[config.mk]
export PLATFORM = sky130hd
export DESIGN_NAME = mem_stage_ctrl
export DESIGN_NICKNAME = d
export VERILOG_FILES = /design/src/rtl/mem_stage_ctrl.sv
export SDC_FILE = /design/constraint.sdc
export NUM_CORES = 1
export LEC_CHECK = 0
export CORE_MARGIN = 8
export CORE_UTILIZATION = 44
export CTS_CLUSTER_DIAMETER = 30
export CTS_CLUSTER_SIZE = 24
export DETAILED_ROUTE_END_ITERATION = 7
export PLACE_DENSITY = 0.85
export SYNTH_ARGS = -nofsm -noshare
export SYNTH_HDL_FRONTEND = slang
export SYNTH_SLANG_ARGS = --single-unit
[constraint.sdc]
create_clock -name clk -period 4.2 [get_ports clk]
set_clock_uncertainty 0.1 [all_clocks]
set_input_delay 1.26 -clock clk [delete_from_list [all_inputs] [get_ports clk]]
set_output_delay 1.26 -clock clk [all_outputs]
set_load 0.01 [all_outputs]
[src/rtl/mem_stage_ctrl.sv]
// mem_stage_ctrl -- MEM-stage data memory access controller.
//
// Turns a load/store sitting in the EX/MEM register into a request on the
// data memory port. The pipeline is held (stall_n=0) until the memory
// acknowledges or a wait limit expires. A timeout sets a sticky error flag.
//
// Optional feature, selected at compile time:
//   MEM_STAGE_RDBUF_EN - one-entry read buffer (valid, addr, data). A load to
//                        the buffered address completes in IDLE with no
//                        memory request and no stall.
//
// Memory handshake: dmem_req rises on the clock edge that enters BUSY.
// dmem_req, dmem_we, dmem_addr and dmem_wdata then stay stable until the
// access ends. The memory answers with a single-cycle dmem_ack, and
// dmem_rdata is valid in that same cycle. An ack that arrives while no
// request is outstanding (IDLE or DONE) is ignored.
module mem_stage_ctrl #(
   parameter int unsigned MAX_WAIT = 15
) (
   input  logic        clk,
   input  logic        rst_n,
   input  logic        ex_MemRead,
   input  logic        ex_MemWrite,
   input  logic        ex_WriteReg,
   input  logic [15:0] ex_ALU_res,
   input  logic [15:0] ex_store_data,
   output logic        dmem_req,
   output logic        dmem_we,
   output logic [15:0] dmem_addr,
   output logic [15:0] dmem_wdata,
   input  logic [15:0] dmem_rdata,
   input  logic        dmem_ack,
   output logic        mem_WriteReg,
   output logic [15:0] mem_ALU_res,
   output logic [15:0] mem_data_mem,
   output logic        stall_n,
   output logic        mem_err,
   output logic [1:0]  dbg_state
);

   typedef enum logic [1:0] {
      IDLE = 2'd0,
      BUSY = 2'd1,
      DONE = 2'd2
   } state_t;

   // The wait counter starts at 0 on entry to BUSY, so BUSY lasts MAX_WAIT
   // cycles when the counter value LAST_CNT is the final one.
   localparam logic [7:0] LAST_CNT = 8'(MAX_WAIT - 1);

   state_t      state_q, state_d;
   logic        req_q, req_d;
   logic        we_q, we_d;
   logic [15:0] addr_q, addr_d;
   logic [15:0] wdata_q, wdata_d;
   logic [15:0] rdata_q, rdata_d;
   logic [7:0]  cnt_q, cnt_d;
   logic        err_q, err_d;

   logic        mem_op;
   logic        is_load;
   logic        buf_hit;

   assign mem_op  = ex_MemRead | ex_MemWrite;
   // A load with the write bit also set counts as a store.
   assign is_load = ex_MemRead & ~ex_MemWrite;

`ifdef MEM_STAGE_RDBUF_EN
   logic        buf_valid_q, buf_valid_d;
   logic [15:0] buf_addr_q, buf_addr_d;
   logic [15:0] buf_data_q, buf_data_d;

   // A buffer hit is only meaningful for a load that has not started a memory access yet.
   always_comb begin
      buf_hit = (state_q == IDLE) && is_load && buf_valid_q &&
                (buf_addr_q == ex_ALU_res);
   end
`else
   // No buffer in this build, so a hit can never happen.
   always_comb begin
      buf_hit = 1'b0;
   end
`endif

   // Next-state and next-register computation for the access FSM.
   always_comb begin
      state_d = state_q;
      req_d   = req_q;
      we_d    = we_q;
      addr_d  = addr_q;
      wdata_d = wdata_q;
      rdata_d = rdata_q;
      cnt_d   = cnt_q;
      err_d   = err_q;
`ifdef MEM_STAGE_RDBUF_EN
      buf_valid_d = buf_valid_q;
      buf_addr_d  = buf_addr_q;
      buf_data_d  = buf_data_q;
`endif
      case (state_q)
         IDLE: begin
            if (mem_op && !buf_hit) begin
               state_d = BUSY;
               req_d   = 1'b1;
               we_d    = ex_MemWrite;
               addr_d  = ex_ALU_res;
               wdata_d = ex_store_data;
               cnt_d   = 8'd0;
            end
         end
         BUSY: begin
            if (dmem_ack) begin
               // An ack wins over a timeout that would happen on the same edge.
               state_d = DONE;
               req_d   = 1'b0;
               if (!we_q) begin
                  rdata_d = dmem_rdata;
               end
`ifdef MEM_STAGE_RDBUF_EN
               buf_valid_d = 1'b1;
               buf_addr_d  = addr_q;
               buf_data_d  = we_q ? wdata_q : dmem_rdata;
`endif
            end else if (cnt_q == LAST_CNT) begin
               state_d = DONE;
               req_d   = 1'b0;
               err_d   = 1'b1;
               if (!we_q) begin
                  rdata_d = 16'h0000;
               end
`ifdef MEM_STAGE_RDBUF_EN
               buf_valid_d = 1'b0;
`endif
            end else begin
               cnt_d = cnt_q + 8'd1;
            end
         end
         DONE: begin
            state_d = IDLE;
         end
         default: begin
            state_d = IDLE;
            req_d   = 1'b0;
         end
      endcase
   end

   // All controller state is registered here. Reset abandons any access in flight.
   always_ff @(posedge clk or negedge rst_n) begin
      if (!rst_n) begin
         state_q <= IDLE;
         req_q   <= 1'b0;
         we_q    <= 1'b0;
         addr_q  <= 16'h0000;
         wdata_q <= 16'h0000;
         rdata_q <= 16'h0000;
         cnt_q   <= 8'd0;
         err_q   <= 1'b0;
`ifdef MEM_STAGE_RDBUF_EN
         buf_valid_q <= 1'b0;
         buf_addr_q  <= 16'h0000;
         buf_data_q  <= 16'h0000;
`endif
      end else begin
         state_q <= state_d;
         req_q   <= req_d;
         we_q    <= we_d;
         addr_q  <= addr_d;
         wdata_q <= wdata_d;
         rdata_q <= rdata_d;
         cnt_q   <= cnt_d;
         err_q   <= err_d;
`ifdef MEM_STAGE_RDBUF_EN
         buf_valid_q <= buf_valid_d;
         buf_addr_q  <= buf_addr_d;
         buf_data_q  <= buf_data_d;
`endif
      end
   end

   // The stall is combinational so the pipeline freezes in the cycle the op is detected.
   always_comb begin
      stall_n = 1'b1;
      case (state_q)
         IDLE:    stall_n = !(mem_op && !buf_hit);
         BUSY:    stall_n = 1'b0;
         DONE:    stall_n = 1'b1;
         default: stall_n = 1'b1;
      endcase
   end

   // Load data goes to MEM/WB. On a buffer hit the buffer supplies it directly.
   always_comb begin
`ifdef MEM_STAGE_RDBUF_EN
      mem_data_mem = buf_hit ? buf_data_q : rdata_q;
`else
      mem_data_mem = buf_hit ? 16'h0000 : rdata_q;
`endif
   end

   assign dmem_req     = req_q;
   assign dmem_we      = we_q;
   assign dmem_addr    = addr_q;
   assign dmem_wdata   = wdata_q;
   assign mem_err      = err_q;
   assign mem_WriteReg = ex_WriteReg;
   assign mem_ALU_res  = ex_ALU_res;
   assign dbg_state    = state_q;

endmodule
==> flow_metrics.py <==
metrics = {
    "synth": {
        "synth_nets": 315,
        "synth-async-reset-ratio_pct": 100,
        "synth_area_leaders": "dfrtp_1 58%, nand2_1 14%, buf_4 5.2%",
        "synth_top_family_by_area": "simple AND/OR/NAND/NOR gates",
        "synth.cell_area_um2": 2620,
        "ys_types": 35,
        "synth_top_area_share_pct": 58.2,
        "yosysTopAreaCell": "dfrtp_1",
        "synth_common_cells": "101 x nand2_1, 61 x dfrtp_1, 18 x buf_4, 15 x nand3_1, 11 x a22o_1",
        "ys_seq_elements": 61,
        "synthFlopType": "dfrtp_1",
        "synthSimpleGateAreaFrac_pct": 22.8,
        "synthAdderAreaFrac_pct": 0.954,
        "synth_cells": 259,
        "synth_xor_area_share_pct": 0,
        "synthMuxAreaShare_pct": 0,
        "yosysSeqAreaShare_pct": 58.2,
        "synth_compound_area_share_pct": 10.3,
        "synth-edff-count": 0,
        "synth.most_common_cell": "nand2_1",
        "ys.warnings.count": 0,
        "synth.avg_cell_area_um2": 10.1,
    },
    "placement": {
        "place_congestion": 0.801,
        "port_buffers": 122,
        "dpl.hpwl_um": 5280,
        "post_dp_cell_area_um2": 3790,
    },
    "power": {
        "leakagePower_nw": 1.88,
        "power.share.combinational_pct": 44.5,
        "power.share.clock_pct": 19.5,
        "power_density_nw_per_um2": 687,
        "internal_power_mw": 1.82,
        "pwr-share-seq_pct": 36.0,
        "swShare_pct": 34.0,
        "irDropWorstVdd_mv": 0.486,
        "p_switching_mw": 0.935,
    },
    "die": {
        "start_util_pct": 44.8,
        "die-area_um2": 8690,
        "die_x_um": 93.2,
        "core_um2": 5850,
        "fp.dieH_um": 93.2,
        "ios": 125,
        "num_rows": 28,
    },
    "layout": {
        "fin_area_um2": 4000,
        "multi_input_area_um2": 903,
        "fillers": 488,
        "drive_gt1_share_pct": 10.4,
        "regArea_um2": 1530,
        "diodes": 0,
        "syn2layout_area_growth_pct": 52.6,
        "final_nets": 426,
    },
    "clock_network": {
        "clockBufferDepth": 2,
        "cts.reportedPaths.clkPinSlew_ns": 0.06,
        "cts_resized": 0,
        "cts_max_level": 3,
        "insertion_delay_ns": 0.32,
        "postCtsSetupBuffers": 0,
        "cts_buffers": 9,
        "cts_hold_buf": 0,
        "clock-sinks": 61,
        "cts_tree": "built",
        "cts_root_buf": "clkbuf_8",
    },
    "routing": {
        "vias_per_cell": 4.94,
        "drt_first_pass_iters": 6,
        "drt_wl_total_um": 7150,
        "drtAntennaViolNets": 0,
        "drt_iter0_drc": 53,
        "drc": 0,
        "vias": 2225,
        "drt-wirelength-per-cell_um": 15.9,
    },
    "global_routing": {
        "grt_pass1_vias": 2359,
        "overflow": 0,
        "grt_max_degree": 44,
        "grt_usage_pct": 16.9,
        "antenna_found_initial": 0,
        "grt_pass1_wl_um": 11700,
    },
    "worst_setup_path": {
        "worstSetupStartpointType": "primary input",
        "worst-setup-path-type": "in -> out",
        "regToRegEndpoint": "dmem_wdata[11]$_DFFE_PN0P_",
        "arrival_ns": 2.60,
        "worstPathMaxFanout": 2,
        "crit_required_ns": 2.84,
        "timing.rr.start": "dbg_state[1]$_DFFE_PN0P_",
        "r2r_setup_slack_ns": 2.14,
        "r2r_cells": 5,
        "cp-end-kind": "output port",
        "startpoint": "ex_MemWrite",
        "crit_end": "stall_n",
    },
    "sta": {
        "hold_viol": 0,
        "drv_slew": 0,
        "rsz0062_at_grt": "false",
        "fin_crit_ns": 3.96,
        "worst_pin_slew_ns": 0.948,
        "max_freq_mhz": 253,
        "fin_crit_sh_pct": 94.2,
        "setup_tns_ns": 0,
        "setup_violations": 0,
        "max_slew_margin_pct": 36.8,
    },
    "hold_path": {
        "holdPathStages": 1,
        "hp-class": "reg -> reg",
    },
    "run_status": {
        "status": "complete, no violations",
    },
    "job": {
        "drv_cap": 0,
    },
}
how the worst min path moves through the flow:
stage                                    start                         end
finish                     mem_err$_DFFE_PN0P_         mem_err$_DFFE_PN0P_
global route        dmem_wdata[13]$_DFFE_PN0P_  dmem_wdata[13]$_DFFE_PN0P_
detailed placement         mem_err$_DFFE_PN0P_         mem_err$_DFFE_PN0P_
floorplan                 cnt_q[6]$_DFFE_PN0P_        cnt_q[6]$_DFFE_PN0P_
global placement           mem_err$_DFFE_PN0P_         mem_err$_DFFE_PN0P_
CTS                        mem_err$_DFFE_PN0P_         mem_err$_DFFE_PN0P_
metrics by stage:
step | worst slack [ns] | util [%] | hold WS (ns) | total power, mW | cells
3_3_place_gp | 0.281 | 64.8 | 0.343 | 2.20 | 434
5_1_grt | 0.223 | 68.4 | 0.393 | 2.95 | 450
4_1_cts | 0.245 | 68.4 | 0.374 | 2.79 | 450
6_report | 0.245 | 68.4 | 0.369 | 2.75 | 450
3_5_place_dp | 0.254 | 64.8 | 0.359 | 2.24 | 434
2_1_floorplan | 1.26 | - | 0.364 | 1.55 | 259
flip-flops by register name, indices dropped and copies added, names as in the netlist:
signal        cells
mem_err           1
mem_data_mem     16
dmem_req          1
dbg_state         2
dmem_wdata       16
cnt_q             8
dmem_addr        16
dmem_we           1
layout make-up:
class                           count  share of cell area, %
Sequential cell                    61                   38.1
Timing Repair Buffer              128                   31.5
Multi-Input combinational cell    168                   22.6
Clock buffer                       13                   4.22
Tap cell                           75                   2.34
Clock inverter                      3                   1.06
Inverter                            2                  0.188
power groups by stage:
| stage | combinational (mW) | clock (mW) | sequential (mW) |
|---|---|---|---|
| 6_report | 1.22 | 0.538 | 0.991 |
| 5_1_grt | 1.34 | 0.585 | 1.02 |
| 4_1_cts | 1.25 | 0.551 | 0.992 |
| 3_5_place_dp | 1.24 | 0 | 0.999 |
| 3_3_place_gp | 1.22 | 0 | 0.982 |
| 2_1_floorplan | 0.457 | 0 | 1.10 |
logic make-up after synthesis:
group | Yosys count
DFF | 61
buffers and inverters | 30
AOI/OAI and AO/OA | 32
and+or+nand+nor | 134
adders and majority gates | 2
cells in the final DEF, fill, tap and decap left out, types with 2 or more instances in the layout:
cell type,netlist,routed
nand3_1,15,15
or3_1,2,2
inv_1,2,2
o21ai_0,4,3
a31oi_1,3,3
buf_4,18,6
o21a_1,3,3
a22o_2,6,6
nor2_1,2,2
clkdlybuf4s50_1,0,121
nand3b_1,2,2
nand2_1,101,101
a22o_1,11,11
ha_1,2,2
dfrtp_1,61,61
clkbuf_8,0,12
routing by layer:
layer  vias to the layer above  part of all wire, %  global-route usage (%)
met5                         -                    0                       0
met4                         0                  1.2                    6.58
met3                         7                   11                    7.85
met2                        94                   45                    26.2
met1                      1052                   43                    19.8
li1                       1072                    -                       -
worst max-delay path, stage by stage:
cell and delay (ns):
clkdlybuf4s50_1 0.52, nor3_1 0.07, or2_2 0.27, clkdlybuf4s50_1 0.48
Power figures use the tool's default switching activity.
